## config.mk

```make
export PLATFORM = sky130hd
export DESIGN_NAME = input_buffer_sequencer
export DESIGN_NICKNAME = d
export VERILOG_FILES = /design/src/rtl/input_buffer_sequencer_pkg.sv /design/src/rtl/input_buffer_sequencer.sv
export SDC_FILE = /design/constraint.sdc
export NUM_CORES = 1
export LEC_CHECK = 0
export CORE_ASPECT_RATIO = 0.5
export CORE_UTILIZATION = 54
export CTS_BUF_LIST = sky130_fd_sc_hd__clkbuf_8
export DETAILED_ROUTE_END_ITERATION = 10
export HOLD_SLACK_MARGIN = 0.12
export PLACE_DENSITY = 0.86
export REMOVE_ABC_BUFFERS = 1
export SYNTH_ARGS = -nofsm -noshare
export SYNTH_HDL_FRONTEND = slang
export SYNTH_SLANG_ARGS = --single-unit
```

## constraint.sdc

```tcl
create_clock -name clk -period 2.5 [get_ports clk]
set_clock_uncertainty 0.15 [all_clocks]
set_input_delay 0.25 -clock clk [delete_from_list [all_inputs] [get_ports clk]]
set_output_delay 0.25 -clock clk [all_outputs]
set_load 0.05 [all_outputs]
```

## src/rtl/input_buffer_sequencer_pkg.sv

```systemverilog
// Shared parameters for the input-buffer sequencer: network modes, array geometry
// and the sequencer FSM state encoding.
package input_buffer_sequencer_pkg;

    localparam int N_DIM_ARRAY           = 8;
    localparam int MAXIMUM_DILATION_BITS = 4;

    localparam logic [2:0] MODE_CNN = 3'd0;
    localparam logic [2:0] MODE_FC  = 3'd1;
    localparam logic [2:0] MODE_EWS = 3'd2;

    typedef enum logic [2:0] {
        ST_IDLE      = 3'd0,
        ST_CLEAR     = 3'd1,
        ST_LOAD      = 3'd2,
        ST_LOAD_WAIT = 3'd3,
        ST_TAP       = 3'd4,
        ST_DONE      = 3'd5
    } seq_state_t;

endpackage

```

## src/rtl/input_buffer_sequencer.sv

```systemverilog
// Sequences clear / parallel-load / serial-shift strobes of the input buffer over a CNN sweep.
// Optional build macro INPUT_BUFFER_SEQ_STRIDE_EN adds the strided double-load path.
module input_buffer_sequencer #(
    parameter int N_DIM_ARRAY           = input_buffer_sequencer_pkg::N_DIM_ARRAY,
    parameter int MAXIMUM_DILATION_BITS = input_buffer_sequencer_pkg::MAXIMUM_DILATION_BITS,
    parameter int KX_BITS               = 4,
    parameter int TILE_BITS             = 8
) (
    input  logic                             clk,
    input  logic                             reset,
    input  logic                             start,
    input  logic [2:0]                       mode,
    input  logic [KX_BITS-1:0]               cfg_kx,
    input  logic [MAXIMUM_DILATION_BITS-1:0] cfg_shift,
    input  logic [TILE_BITS-1:0]             cfg_tiles,
    input  logic                             mem_valid,
    input  logic                             array_ready,
`ifdef INPUT_BUFFER_SEQ_STRIDE_EN
    input  logic                             cfg_stride,
    output logic                             enable_strided_conv,
    output logic [1:0]                       cr_fifo,
`endif
    output logic                             clear,
    output logic                             loading_in_parallel,
    output logic                             enable,
    output logic [MAXIMUM_DILATION_BITS-1:0] shift_input_buffer,
    output logic                             mac_valid,
    output logic                             busy,
    output logic                             done
);
    import input_buffer_sequencer_pkg::*;

    localparam logic [MAXIMUM_DILATION_BITS-1:0] MAX_SHIFT = MAXIMUM_DILATION_BITS'(N_DIM_ARRAY);

    seq_state_t state, state_next;

    logic [KX_BITS-1:0]               kx_q, tap_cnt;
    logic [TILE_BITS-1:0]             tiles_q, tile_cnt;
    logic [MAXIMUM_DILATION_BITS-1:0] shift_q, shift_eff;
    logic                             accept, tap_go, last_tap, last_tile, load_more;

    assign accept    = (state == ST_IDLE) && start && (mode == MODE_CNN);
    assign tap_go    = (state == ST_TAP) && array_ready && mem_valid;
    assign last_tap  = (tap_cnt == kx_q - KX_BITS'(1));
    assign last_tile = (tile_cnt == tiles_q - TILE_BITS'(1));

    // Zero shift would stall the window; out-of-range values are clamped to the array width.
    always_comb begin
        shift_eff = cfg_shift;
        if (cfg_shift == '0)
            shift_eff = MAXIMUM_DILATION_BITS'(1);
        else if (cfg_shift > MAX_SHIFT)
            shift_eff = MAX_SHIFT;
    end

    always_ff @(posedge clk or negedge reset) begin
        if (!reset) begin
            kx_q     <= '0;
            tiles_q  <= '0;
            shift_q  <= '0;
            tap_cnt  <= '0;
            tile_cnt <= '0;
        end else if (accept) begin
            kx_q     <= (cfg_kx == '0) ? KX_BITS'(1) : cfg_kx;
            tiles_q  <= (cfg_tiles == '0) ? TILE_BITS'(1) : cfg_tiles;
            shift_q  <= shift_eff;
            tap_cnt  <= '0;
            tile_cnt <= '0;
        end else if (tap_go) begin
            if (last_tap) begin
                tap_cnt  <= '0;
                tile_cnt <= tile_cnt + TILE_BITS'(1);
            end else begin
                tap_cnt  <= tap_cnt + KX_BITS'(1);
            end
        end
    end

`ifdef INPUT_BUFFER_SEQ_STRIDE_EN
    logic stride_q, load_phase, tap_par;

    // Strided tiles need a second parallel load; load_phase selects which half is written.
    assign load_more = stride_q & ~load_phase;

    always_ff @(posedge clk or negedge reset) begin
        if (!reset) begin
            stride_q   <= 1'b0;
            load_phase <= 1'b0;
            tap_par    <= 1'b0;
        end else begin
            if (accept)
                stride_q <= cfg_stride;
            if (state == ST_LOAD && mem_valid && stride_q)
                load_phase <= ~load_phase;
            if (tap_go && !last_tap)
                tap_par <= ~tap_par;
            else if (state != ST_TAP)
                tap_par <= 1'b0;
        end
    end

    assign enable_strided_conv = stride_q & busy;
    assign cr_fifo = {stride_q & (state == ST_TAP) & tap_par,
                      stride_q & loading_in_parallel & load_phase};
`else
    assign load_more = 1'b0;
`endif

    always_ff @(posedge clk or negedge reset) begin
        if (!reset) state <= ST_IDLE;
        else        state <= state_next;
    end

    always_comb begin
        state_next = state;
        case (state)
            ST_IDLE:      if (start) state_next = (mode == MODE_CNN) ? ST_CLEAR : ST_DONE;
            ST_CLEAR:     state_next = ST_LOAD;
            ST_LOAD:      if (mem_valid && !load_more) state_next = ST_LOAD_WAIT;
            ST_LOAD_WAIT: state_next = ST_TAP;
            ST_TAP:       if (tap_go && last_tap) state_next = last_tile ? ST_DONE : ST_LOAD;
            ST_DONE:      state_next = ST_IDLE;
            default:      state_next = ST_IDLE;
        endcase
    end

    always_comb begin
        clear               = 1'b0;
        loading_in_parallel = 1'b0;
        enable              = 1'b0;
        shift_input_buffer  = '0;
        mac_valid           = 1'b0;
        done                = 1'b0;
        busy                = (state != ST_IDLE);
        case (state)
            ST_CLEAR: clear = 1'b1;
            ST_LOAD:  loading_in_parallel = mem_valid;
            ST_TAP: begin
                mac_valid = 1'b1;
                if (tap_go && !last_tap) begin
                    enable             = 1'b1;
                    shift_input_buffer = shift_q;
                end
            end
            ST_DONE:  done = 1'b1;
            default:  ;
        endcase
    end

endmodule

```

==> metrics.txt <==
drt via density=5.620; Die H=roughly 43 um; Die Area=3542 um^2; # rows=14; WP data required=about 2.1 ns; max-cap violations=0; critical path startpoint category=flop; clock buffer depth=2; highest-delay cell along the critical path=dfrtp_1; P_leak=approximately 1.1 nW; GPL Wtd Cong=around 0.85; Root Driver=clkbuf_8; Distinct cells, synth=38; YS warnings=0; clock sinks=31; Min-Delay Path Class=in2async; critical path type=reg2out; routed len/inst=about 15 um; total wire length=~4.2 mm; Yosys reg bits=31; IO Port Bufs=33; first-pass GRT wire length=a little under 7 mm; I/O pins=34; critical path capture point type=output port; Cell Pwr Density=around 1000 nW/um^2; dpl hpwl=2.926 mm; Synth top area share=0.4360; H-Tree Level Count=2; GRT Total Usage=0.2559; quantity of hold-fixing buffers added after cts=0; Skew-Pair Late Insertion Delay=~0.29 ns; most frequent CP cell=nor2_1; layout cells sized above 1=0.1213; CTS tree=built; Worst-Margin Slew=0.5088 ns; synth top area cells=dfrtp_1 44%, nand2_1 7.4%, xor2_1 5.9%; Post-synth EDFFs=0; Final Hold Vio Count=0; VDD IR max=around 0.75 mV; most numerous cell in the Yosys netlist=nand2_1; DRT Pass-1 Iters=5; nets=~270; final worst slack=0.07830 ns; critical-path cell list=inv_1 > ha_1 > xor2_2 > nand3_1 > nor2_1 > nor2_1 > buf_6 > and2_1 > buf_12; Final period util=0.9687; starting density of the core=0.5804; Area growth, synth to finish=33.19%; Layout Cells excl Fill=279; dpl ws=0.2622 ns; Reg2Reg Depth=6; syn_area_per_cell=8.986 um^2; most instantiated cells after synthesis=35 x nand2_1, 31 x dfrtp_1, 15 x nor2_1; placed insts=268; initial antenna violation count=0; Period minus WS final=2.422 ns; Die Wd=between 80 and 90 um; top_reg_cell synth=dfrtp_1; final setup fails=0; # DRC=0; slowest cell delay on critical path=0.38 ns; number of diodes=0; Max Slew Vio Count=0; gr ovfl total=0; highest clock rate=0.4129 GHz; antenna-violating nets left=0; largest net degree at the start of global routing=32; Syn Inst Count=198; CTS Buf Count=5; status=completed; sequential fraction of the synthesis area=0.4360; Vias=approximately 1600; largest fanout on the critical path=8; number of global-route vias before repair=1501; cell accounting for the most synthesized area=dfrtp_1; relative max-transition margin=0.6622; Core Region=3065 um^2; final core occ=0.7731; clock transition at the registers of the reported paths=0.07 ns; crit path DAT=2.02 ns; Post-Syn Area=approximately 1800 um^2; number of DRC markers in iteration 0=65; async set or reset register ratio after synthesis=1.000; worst hold slack=0.2017 ns
critical path, delay by kind of cell (launching register included):
family                     cells  cell delay (ns)
buffers and inverters          3             0.36
adders and majority gates      1             0.34
DFF                            1             0.38
xor gates and xnor gates       1             0.19
and+or+nand+nor                4             0.46
report_power, final:
group / switching (mW) / total [mW] / internal (mW)
Combinational: 0.551 / 1.06 / 0.505
Clock: 0.197 / 0.519 / 0.322
Sequential: 0.192 / 0.859 / 0.667
stage by stage:
stage	area [um^2]	power, mW	TNS (ns)
CTS	2331	2.365	0
floorplan	1742	1.515	-19.97
global placement	2215	1.783	0
global route	2370	2.588	-0.04625
detailed placement	2215	1.841	0
finish	2370	2.434	0
worst paths after layout:
kind                                         from                endpoint  slack, ns
setup reg to reg           tiles_q[0]$_DFFE_PN0P_    state[2]$_DFFE_PN0P_       0.18
max in group asynchronous                   reset     kx_q[1]$_DFFE_PN0P_       1.71
min in group clk           shift_q[2]$_DFFE_PN0P_  shift_q[2]$_DFFE_PN0P_       0.32
hold / removal                              reset  tiles_q[3]$_DFFE_PN0P_       0.20
setup / recovery              kx_q[0]$_DFFE_PN0P_   shift_input_buffer[2]       0.08
hold reg to reg            shift_q[2]$_DFFE_PN0P_  shift_q[2]$_DFFE_PN0P_       0.32
cells in the final DEF, fill, tap and decap left out, drive strengths merged, types with 5 or more instances in the layout:
| cell type | count |
|---|---|
| nor3 | 8 |
| xnor2 | 9 |
| dfrtp | 31 |
| clkdlybuf4s50 | 26 |
| nand3 | 8 |
| clkbuf | 6 |
| o21ai | 9 |
| buf | 15 |
| nor2 | 15 |
| and2 | 7 |
| nand3b | 5 |
| nand2 | 35 |
| xor2 | 12 |
| inv | 7 |
sequential cells by signal, summed over array words and instances, names as in the netlist:
register / flops
tile_cnt: 8
tiles_q: 8
kx_q: 4
shift_q: 4
tap_cnt: 4
state: 3
cells by family after synthesis:
kind of cell / count (synthesis) / synth area share
buffers and inverters: 16 / 0.03586
multiplexers: 4 / 0.02391
adder cells (fa/ha/maj): 4 / 0.02813
AO/OA/AOI/OAI: 25 / 0.09142
XOR/XNOR: 22 / 0.1160
AND/OR/NAND/NOR: 96 / 0.2686
flip-flops: 31 / 0.4360
cell type report:
type                    instances  area [um^2]
well taps                      40        50.05
clock inverters                 2        35.03
fillers                       211        695.7
multi-input cells             151        952.2
inverters                       7        26.28
clock buffers                   6        82.58
repair buffers                 42        447.9
flip-flops and latches         31        775.7
per-layer routing:
layer	wire, um	part of all wire	track usage
met1	1774	0.43	0.3214
met2	2171	0.52	0.4279
met3	143	0.034	0.06299
met4	72	0.017	0.1138
met5	0	0	0
what timing repair did:
| action | 4_1_cts | 5_1_grt |
|---|---|---|
| pin swaps | 0 | 1 |
| setup endpoints to repair | 1 | 4 |
| gates resized for setup | 1 | 4 |
| buffers inserted | 0 | 3 |
Power figures use the tool's default switching activity.
